$ cat src/rtl/alu_seq_if.sv
// alu_seq_if: request/result bundle between the UL8 control unit and alu_seq.
//   master : control unit side  (drives x_in, y_in, op_in, valid_in;
//                                 observes ready_out, z_out, done_out and flags)
//   slave  : alu_seq side        (the opposite directions)
// Parameter WIDTH sets the operand/result width and must match the ALU.
`timescale 1ns/1ps
interface alu_seq_if #(
  parameter int WIDTH = 8
);
  logic [WIDTH-1:0] x_in;
  logic [WIDTH-1:0] y_in;
  logic [2:0]       op_in;
  logic             valid_in;
  logic             ready_out;
  logic [WIDTH-1:0] z_out;
  logic             done_out;
  logic             zero_out;
  logic             carry_out;
  logic             neg_out;

  modport master (
    output x_in, y_in, op_in, valid_in,
    input  ready_out, z_out, done_out, zero_out, carry_out, neg_out
  );

  modport slave (
    input  x_in, y_in, op_in, valid_in,
    output ready_out, z_out, done_out, zero_out, carry_out, neg_out
  );
endinterface

$ cat src/rtl/alu_seq.sv
// alu_seq: sequential ALU with registered result and status flags.
//   clk_in    : rising-edge clock
//   rst_n_in  : asynchronous active-low reset, aborts any operation in flight
//   bus       : alu_seq_if.slave -- x_in/y_in/op_in/valid_in request with
//               ready_out, z_out, done_out pulse and zero/carry/neg flags
// Ops: ADD NAND NOT CLR SUB complete in one cycle; SHL/SHR shift one bit per
// cycle (y_in[SHW-1:0] places); MUL is an unsigned shift-add over WIDTH cycles.
// Build option: define ALU_SEQ_MUL_EN to include the multiplier. Without it,
// op 111 finishes in one cycle with z=0 and carry=1 as an illegal-op marker.
`timescale 1ns/1ps
module alu_seq #(
  parameter int WIDTH = 8
) (
  input  logic     clk_in,
  input  logic     rst_n_in,
  alu_seq_if.slave bus
);
  localparam int SHW = $clog2(WIDTH);

  localparam logic [2:0] OP_ADD  = 3'b000;
  localparam logic [2:0] OP_NAND = 3'b001;
  localparam logic [2:0] OP_NOT  = 3'b010;
  localparam logic [2:0] OP_CLR  = 3'b011;
  localparam logic [2:0] OP_SUB  = 3'b100;
  localparam logic [2:0] OP_SHL  = 3'b101;
  localparam logic [2:0] OP_SHR  = 3'b110;
  localparam logic [2:0] OP_MUL  = 3'b111;

  typedef enum logic [1:0] {IDLE, SHIFT, MUL} state_t;

  state_t           state_q, state_d;
  logic [WIDTH-1:0] z_q, z_d;
  logic             carry_q, carry_d;
  logic             zero_q, neg_q;
  logic             done_q, done_d;

  // Iterative shift working registers
  logic [WIDTH-1:0] shf_q, shf_d;
  logic             dir_q, dir_d;
  logic [SHW-1:0]   cnt_q, cnt_d;
  logic [SHW-1:0]   n;
  logic [WIDTH:0]   sh_step, sh_first;

`ifdef ALU_SEQ_MUL_EN
  logic [2*WIDTH-1:0] prod_q, prod_d, prod_add;
  logic [2*WIDTH-1:0] mcand_q, mcand_d;
  logic [WIDTH-1:0]   mplier_q, mplier_d;
`endif

  // One-place logical shift; returns {bit shifted out, shifted value}
  function automatic logic [WIDTH:0] shift1(input logic [WIDTH-1:0] v,
                                            input logic right);
    if (right) shift1 = {v[0], 1'b0, v[WIDTH-1:1]};
    else       shift1 = {v[WIDTH-1], v[WIDTH-2:0], 1'b0};
  endfunction

  assign n = bus.y_in[SHW-1:0];

  always_comb begin
    state_d  = state_q;
    done_d   = 1'b0;
    z_d      = '0;
    carry_d  = 1'b0;
    shf_d    = shf_q;
    dir_d    = dir_q;
    cnt_d    = cnt_q;
    sh_step  = shift1(shf_q, dir_q);
    sh_first = shift1(bus.x_in, (bus.op_in == OP_SHR));
`ifdef ALU_SEQ_MUL_EN
    prod_d   = prod_q;
    mcand_d  = mcand_q;
    mplier_d = mplier_q;
    prod_add = prod_q + (mplier_q[0] ? mcand_q : '0);
`endif
    unique case (state_q)
      IDLE: begin
        if (bus.valid_in) begin
          done_d = 1'b1;
          unique case (bus.op_in)
            OP_ADD:  {carry_d, z_d} = {1'b0, bus.x_in} + {1'b0, bus.y_in};
            OP_NAND: z_d = ~(bus.x_in & bus.y_in);
            OP_NOT:  z_d = ~bus.x_in;
            OP_CLR:  z_d = '0;
            // Borrow falls out as the top bit of the extended difference
            OP_SUB:  {carry_d, z_d} = {1'b0, bus.x_in} - {1'b0, bus.y_in};
            OP_SHL, OP_SHR: begin
              if (n == '0) begin
                z_d = bus.x_in;
              end else if (n == SHW'(1)) begin
                {carry_d, z_d} = sh_first;
              end else begin
                // The accept edge already performs the first shift place
                done_d  = 1'b0;
                state_d = SHIFT;
                {dir_d} = (bus.op_in == OP_SHR);
                shf_d   = sh_first[WIDTH-1:0];
                cnt_d   = n - SHW'(1);
              end
            end
            OP_MUL: begin
`ifdef ALU_SEQ_MUL_EN
              // Accept edge consumes multiplier bit 0
              done_d   = 1'b0;
              state_d  = MUL;
              prod_d   = bus.y_in[0] ? {{WIDTH{1'b0}}, bus.x_in} : '0;
              mcand_d  = {{(WIDTH-1){1'b0}}, bus.x_in, 1'b0};
              mplier_d = {1'b0, bus.y_in[WIDTH-1:1]};
              cnt_d    = SHW'(WIDTH - 1);
`else
              z_d     = '0;
              carry_d = 1'b1;
`endif
            end
            default: z_d = '0;
          endcase
        end
      end
      SHIFT: begin
        shf_d = sh_step[WIDTH-1:0];
        cnt_d = cnt_q - SHW'(1);
        if (cnt_q == SHW'(1)) begin
          done_d         = 1'b1;
          {carry_d, z_d} = sh_step;
          state_d        = IDLE;
        end
      end
`ifdef ALU_SEQ_MUL_EN
      MUL: begin
        prod_d   = prod_add;
        mcand_d  = {mcand_q[2*WIDTH-2:0], 1'b0};
        mplier_d = {1'b0, mplier_q[WIDTH-1:1]};
        cnt_d    = cnt_q - SHW'(1);
        if (cnt_q == SHW'(1)) begin
          done_d  = 1'b1;
          z_d     = prod_add[WIDTH-1:0];
          carry_d = |prod_add[2*WIDTH-1:WIDTH];
          state_d = IDLE;
        end
      end
`endif
      default: state_d = IDLE;
    endcase
  end

  // Control and visible result: z/flags only move on a completion cycle
  always_ff @(posedge clk_in or negedge rst_n_in) begin
    if (!rst_n_in) begin
      state_q <= IDLE;
      done_q  <= 1'b0;
      z_q     <= '0;
      carry_q <= 1'b0;
      zero_q  <= 1'b0;
      neg_q   <= 1'b0;
    end else begin
      state_q <= state_d;
      done_q  <= done_d;
      if (done_d) begin
        z_q     <= z_d;
        carry_q <= carry_d;
        zero_q  <= (z_d == '0);
        neg_q   <= z_d[WIDTH-1];
      end
    end
  end

  // Working registers: only meaningful while busy, so no reset needed
  always_ff @(posedge clk_in) begin
    shf_q <= shf_d;
    dir_q <= dir_d;
    cnt_q <= cnt_d;
`ifdef ALU_SEQ_MUL_EN
    prod_q   <= prod_d;
    mcand_q  <= mcand_d;
    mplier_q <= mplier_d;
`endif
  end

  assign bus.ready_out = (state_q == IDLE);
  assign bus.z_out     = z_q;
  assign bus.done_out  = done_q;
  assign bus.zero_out  = zero_q;
  assign bus.carry_out = carry_q;
  assign bus.neg_out   = neg_q;

endmodule

$ cat src/flat_wrapper.sv
// flat-port wrapper written by rule: the top's interface ports become plain ports
module alu_seq_flat 
#(
  parameter int WIDTH = 8
)
  (clk_in, rst_n_in, bus_x_in, bus_y_in, bus_op_in, bus_valid_in, bus_ready_out, bus_z_out, bus_done_out, bus_zero_out, bus_carry_out, bus_neg_out);
  alu_seq_if #(.WIDTH(WIDTH)) bus_i ();
  input  logic clk_in;
  input  logic rst_n_in;
  input wire logic [$bits(bus_i.x_in)-1:0] bus_x_in;
  input wire logic [$bits(bus_i.y_in)-1:0] bus_y_in;
  input wire logic [$bits(bus_i.op_in)-1:0] bus_op_in;
  input wire logic [$bits(bus_i.valid_in)-1:0] bus_valid_in;
  output wire logic [$bits(bus_i.ready_out)-1:0] bus_ready_out;
  output wire logic [$bits(bus_i.z_out)-1:0] bus_z_out;
  output wire logic [$bits(bus_i.done_out)-1:0] bus_done_out;
  output wire logic [$bits(bus_i.zero_out)-1:0] bus_zero_out;
  output wire logic [$bits(bus_i.carry_out)-1:0] bus_carry_out;
  output wire logic [$bits(bus_i.neg_out)-1:0] bus_neg_out;
  assign bus_i.x_in = bus_x_in;
  assign bus_i.y_in = bus_y_in;
  assign bus_i.op_in = bus_op_in;
  assign bus_i.valid_in = bus_valid_in;
  assign bus_ready_out = bus_i.ready_out;
  assign bus_z_out = bus_i.z_out;
  assign bus_done_out = bus_i.done_out;
  assign bus_zero_out = bus_i.zero_out;
  assign bus_carry_out = bus_i.carry_out;
  assign bus_neg_out = bus_i.neg_out;
  alu_seq #(.WIDTH(WIDTH)) u_core (.clk_in(clk_in), .rst_n_in(rst_n_in), .bus(bus_i));
endmodule
$ cat config.mk
export PLATFORM = sky130hd
export DESIGN_NAME = alu_seq_flat
export DESIGN_NICKNAME = d
export VERILOG_FILES = /design/src/rtl/alu_seq_if.sv /design/src/rtl/alu_seq.sv /design/src/flat_wrapper.sv
export SDC_FILE = /design/constraint.sdc
export NUM_CORES = 1
export LEC_CHECK = 0
export ABC_CLOCK_PERIOD_IN_PS = 2900
export CAP_MARGIN = 20
export CORE_MARGIN = 2
export CORE_UTILIZATION = 55
export DETAILED_ROUTE_END_ITERATION = 10
export PLACE_DENSITY = 0.8
export SLEW_MARGIN = 20
export SYNTH_ARGS = -nofsm -noshare
export SYNTH_HDL_FRONTEND = slang
export SYNTH_SLANG_ARGS = --single-unit
$ cat constraint.sdc
create_clock -name clk_in -period 2.9 [get_ports clk_in]
set_input_delay 0.87 -clock clk_in [delete_from_list [all_inputs] [get_ports clk_in]]
set_output_delay 0.87 -clock clk_in [all_outputs]
set_load 0.01 [all_outputs]
Word-level counts from Yosys, hierarchy flattened

Cells that the tools add are included.

Register bits after elaboration: 26
Input bits: 22
Output and inout port bits: 13
Word-level logic and storage cells: 79

$add $sub $neg: 4
Eq/ne operators: 15
Muxes and demuxes: 36
Bitwise operators: 5
Reductions and logical operators: 10

Operator list:

| cell                                                                     | count |
|---|---|
| 8-bit two-way mux                                                        | 8 |
| 8-bit one-hot mux with 6 select lines                                    | 1 |
| 8-bit one-hot mux with 2 select lines                                    | 2 |
| 9-bit two-way mux                                                        | 2 |
| 8-bit NOT                                                                | 2 |
| 5-bit AND reduction                                                      | 3 |
| 3-bit == test (second input constant)                                    | 4 |
| 3-bit two-way mux                                                        | 4 |
| 2-bit two-way mux                                                        | 5 |
| 8-bit by 8-bit adder with 9-bit output                                   | 1 |
| 3-bit by 1-bit == test with 1-bit output (second input constant)         | 3 |
| 1-bit two-way mux                                                        | 9 |
| 8-bit by 8-bit subtractor with 9-bit output                              | 1 |
| 8-bit AND                                                                | 1 |
| 8-bit logical NOT                                                        | 1 |
| 3-bit by 2-bit == test with 1-bit output (second input constant)         | 2 |
| 3-bit logical NOT                                                        | 2 |
| 2-bit inequality test (second input constant)                            | 3 |
| 3-bit one-hot mux with 2 select lines                                    | 1 |
| 3-bit by 1-bit subtractor with 3-bit output (second input constant)      | 2 |
| 2-bit by 1-bit inequality test with 1-bit output (second input constant) | 2 |
| 1-bit one-hot mux with 2 select lines                                    | 2 |
| 1-bit one-hot mux with 4 select lines                                    | 1 |
| 2-bit one-hot mux with 2 select lines                                    | 1 |
| 5 further kinds                                                          | 7 |

Depth between registers and ports, before layout

Word-level depth: 8
Gate-level depth with buffers: 10
Mapped depth without buffers: 10

Worst setup path before layout

No wires, ideal clock.

Path type: in2reg
From: in bus_y_in[1]
To: reg u_core.cnt_q[0] (enable)
Library setup time: 414 ps
Data arrival time: 2930 ps
Data required time: 2486 ps
Slack: -444 ps
Stages: 6
Buffers on the path: 1
Path through: inv_1 -> ha_1 -> ha_1 -> clkbuf_1 -> nand2b_1 -> o41ai_1

Cells in the longest elaborated chain, start to end: 3
Elaborated cells between the ends (all ways): 5
Classes of those cells: eq/ne (3); reduce/logical (2)

RTL lines:

| item                                                                                 | line                         | text |
|---|---|---|
| start: declaration                                                                   | flat_wrapper.sv:11           | `input wire logic [$bits(bus_i.y_in)-1:0] bus_y_in;` |
| 3-bit by 1-bit == test with 1-bit output / 3-bit logical NOT (equally long branches) | alu_seq.sv:89, alu_seq.sv:87 |  |
| 2-bit inequality test (no line)                                                      | -                            |  |
| 5-bit AND reduction (no line) *                                                      | -                            |  |
| end signal: assignment                                                               | alu_seq.sv:170               | `cnt_q <= cnt_d;` |
| end: declaration                                                                     | alu_seq.sv:40                | `logic [SHW-1:0] cnt_q, cnt_d;` |

Mark *: on every way between the ends. The rest lies on a longest branch, timed or not.
A chain may end at the register's enable or synchronous reset.

Final worst setup path

From: in bus_y_in[0]
To: reg u_core.zero_q, in the netlist u_core.bus.zero_out

Cells in the longest elaborated chain, start to end: 7
Elaborated cells between the ends (all ways): 17
Classes of those cells: add/sub (2); eq/ne (1); mux (10); bitwise (2); reduce/logical (2)

RTL lines:

| item                                                                                | line           | text |
|---|---|---|
| branches (longest 7 deep; another with 8-bit by 8-bit subtractor with 9-bit output) | -              |  |
| end signal: assignment                                                              | alu_seq.sv:160 | `zero_q <= (z_d == '0);` |
| end: declaration                                                                    | alu_seq.sv:34  | `logic zero_q, neg_q;` |

Several ways; the timed one is not identified.

==> flow_metrics.env <==
export IMPL_gp_congestion=0.9609
export IMPL_leakage_nw=1.740
export IMPL_grt_overflow=0
export IMPL_max_slew_worst_pin_slew_ns=0.5181
export IMPL_clk_pin_slew_ns=0.09
export IMPL_htreeDepth=1
export IMPL_rows=24
export IMPL_drt_initial_drc_count=242
export IMPL_layout_nets=454
export IMPL_ys_warn_count=0
export IMPL_async_flop_share=0.5000
export IMPL_synthCells=293
export IMPL_synth_top_area_share=0.1430
export IMPL_coreArea_um2=4384
export IMPL_die_height_um=71.69
export IMPL_drive_gt1_frac=0.3750
export IMPL_seqCellArea_um2=660.6
export IMPL_synth_edf_count=12
export IMPL_synth_fp_nets=338
export IMPL_max_cap_viol_count=0
export IMPL_post_route_min_period_ns=2.888
export IMPL_cp_data_arrival_time_ns=3.05
export IMPL_yosysTopAreaCell="edfxtp_1"
export IMPL_startpoint_type="input pin"
export IMPL_start_util=0.5748
export IMPL_wirelength_um=9602
export IMPL_skew_ns=0.006338
export IMPL_syn_avg_cell_area_um2=8.600
export IMPL_crit_type="in2reg"
export IMPL_grtUsageTotal=0.3318
export IMPL_slew_violations=0
export IMPL_design_area_um2=3865
export IMPL_power_switching_uw=875.5
export IMPL_ys_ff_latch=24
export IMPL_grt_first_pass_wirelength_um=13420
export IMPL_slew_headroom=0.6535
export IMPL_diodes=0
export IMPL_required_ns=3.06
export IMPL_vias=3026
export IMPL_antenna_found_initial=0
export IMPL_cts_tree="yes"
export IMPL_swShare=0.3925
export IMPL_synth_area_leaders="edfxtp_1 14%, dfrtp_1 12%, ha_1 10%"
export IMPL_synth_seq_area_share=0.2622
export IMPL_wl_per_cell_um=20.87
export IMPL_nFillCells=218
export IMPL_hold_viol=0
export IMPL_cts_hold_buf=0
export IMPL_p_per_area_nw_per_um2=577.1
export IMPL_ant_nets=0
export IMPL_finalCritPeriodShare=0.9960
export IMPL_die_area_um2=5139
export IMPL_ys_types=62
export IMPL_hpwlAfterDp_um=6286
export IMPL_clockBufferDepth=2
export IMPL_comb_power_share=0.579
export IMPL_grt_max_degree=18
export IMPL_die_x_um=71.69
export IMPL_port_buffers=34
export IMPL_fin_util=0.8816
export IMPL_clock_latency_ns=0.27
export IMPL_grt_pass1_vias=2771
export IMPL_setup_tns_ns=0
export IMPL_peakVddDrop_v=0.0003466
export IMPL_syn_area_um2=2520
export IMPL_power_internal_mw=1.355
export IMPL_power_frac_seq=0.305
export IMPL_cp_end_kind="register"
export IMPL_hp_class="reg2reg"
export IMPL_dr_pass1_iters=6
export IMPL_remaining_drc_errors=0
export IMPL_numCtsBuffers=3
export IMPL_dpl_instance_area_um2=3432
export IMPL_ys_flop_type="edfxtp_1"
export IMPL_viasPerCell=6.578
export IMPL_multiInputGateArea_um2=1967
export IMPL_synthTopCellsByCount="23 x inv_1, 23 x nor2_1, 22 x mux2i_1"
export IMPL_status="completed"
export IMPL_clockRootBuffer="clkbuf_8"
export IMPL_clock_fmax_mhz=346.2
export IMPL_crit_fanout=11
export IMPL_setup_violations_final=0
export IMPL_clock_sinks=24
export IMPL_num_io_pins=35
export IMPL_areaGrowthSynthToFinish_pct=53.38
export IMPL_clkPwrFrac=0.116
-- final timing paths --
| check | start | to | cells past startpoint | slack, ns |
|---|---|---|---|---|
| max in group asynchronous | rst_n_in | u_core.bus.z_out[0]$_DFFE_PN0P_ | 1 | 1.62 |
| min in group asynchronous | rst_n_in | u_core.bus.z_out[1]$_DFFE_PN0P_ | 1 | 0.94 |
| worst max-delay path | bus_y_in[0] | u_core.bus.zero_out$_DFFE_PN0P_ | 11 | 0.01 |
| worst max register to register | u_core.state_q[0]$_DFFE_PN0P_ | u_core.bus.zero_out$_DFFE_PN0P_ | 7 | 0.50 |
| worst min-delay path | u_core.bus.z_out[3]$_DFFE_PN0P_ | u_core.bus.z_out[3]$_DFFE_PN0P_ | 2 | 0.48 |
| worst min register to register | u_core.bus.z_out[3]$_DFFE_PN0P_ | u_core.bus.z_out[3]$_DFFE_PN0P_ | 2 | 0.48 |
-- power by group through the flow --
| stage | Sequential (mW) | Combinational (mW) | Clock [mW] |
|---|---|---|---|
| CTS | 0.674 | 1.18 | 0.258 |
| detailed placement | 0.681 | 1.10 | 0 |
| global placement | 0.675 | 1.06 | 0 |
| global route | 0.695 | 1.37 | 0.265 |
| finish | 0.681 | 1.29 | 0.258 |
| floorplan | 0.671 | 0.578 | 0 |
-- cells by family after synthesis --
kind of cell	Yosys count	synth area share
muxes	22	0.08739
adders and majority gates	23	0.1202
DFF	24	0.2622
and+or+nand+nor	96	0.2021
AOI/OAI and AO/OA	79	0.2200
xor gates and xnor gates	8	0.03526
buffers and inverters	41	0.07298
-- critical path, cell delays in order --
cell     delay [ns]
buf_2          0.16
inv_1          0.06
ha_1           0.21
ha_1           0.22
buf_4          0.20
or4_1          0.50
a21oi_1        0.19
o21ai_1        0.15
nand4_1        0.16
nor4_2         0.06
a32o_1         0.26
-- metal layers --
metal  track usage  routed length (um)  share of wire
met4        0.1258                 547          0.057
met1        0.4060                3521           0.37
met3       0.02110                 766          0.080
met5             0                   0              0
met2        0.6070                4767           0.50
-- repair_timing --
item	in CTS	in global routing
gates resized for setup	37	50
pin swaps	19	20
setup endpoints to repair	8	7
cloned	0	1
buffers inserted	10	4
hold endpoints to repair	0	0
-- sequential cells by signal, indices dropped and copies added, names as in the netlist --
| name | flops |
|---|---|
| u_core.bus.z_out | 8 |
| u_core.shf_q | 8 |
| u_core.cnt_q | 3 |
| u_core.bus.carry_out | 1 |
| u_core.bus.done_out | 1 |
| u_core.bus.zero_out | 1 |
| u_core.dir_q | 1 |
| u_core.state_q | 1 |
-- stage by stage --
step | total power, mW | hold slack [ns] | setup WS, ns | std cells
floorplan | 1.249 | 0.5110 | 0.09742 | 293
detailed placement | 1.785 | 0.4639 | -0.6365 | 441
global route | 2.327 | 0.5099 | -0.06094 | 460
CTS | 2.115 | 0.4849 | 0.0005269 | 455
global placement | 1.738 | 0.4605 | -0.5871 | 441
finish | 2.231 | 0.4825 | 0.01164 | 460
-- final cells by class --
type                    instances  share of cell area
multi-input cells             229              0.5089
repair buffers                127              0.2622
flip-flops and latches         24              0.1709
inverters                      24             0.02396
clock buffers                   4             0.01716
well taps                      52             0.01683
-- cells in the final DEF (no fill, tap or decap), types with 3 or more instances in the layout --
cell type         n
nor2b_1           4
and2_1            3
o21bai_1          5
a211oi_1          5
ha_4              6
inv_2             6
inv_1            17
a21oi_1          15
o211ai_1          3
clkbuf_2          6
nand3b_1          4
nand2_1          20
nor3_1            9
buf_4            91
mux2i_1          18
a21o_1            4
nand3_1           8
a21oi_2           3
o21ai_0           6
xnor2_1           5
ha_1             13
clkbuf_8          3
edfxtp_1         12
nor2_1           23
dfrtp_1          12
o22ai_1           3
mux2i_2           3
clkdlybuf4s50_1  22
Note: power is estimated with default switching activity, not from simulation.
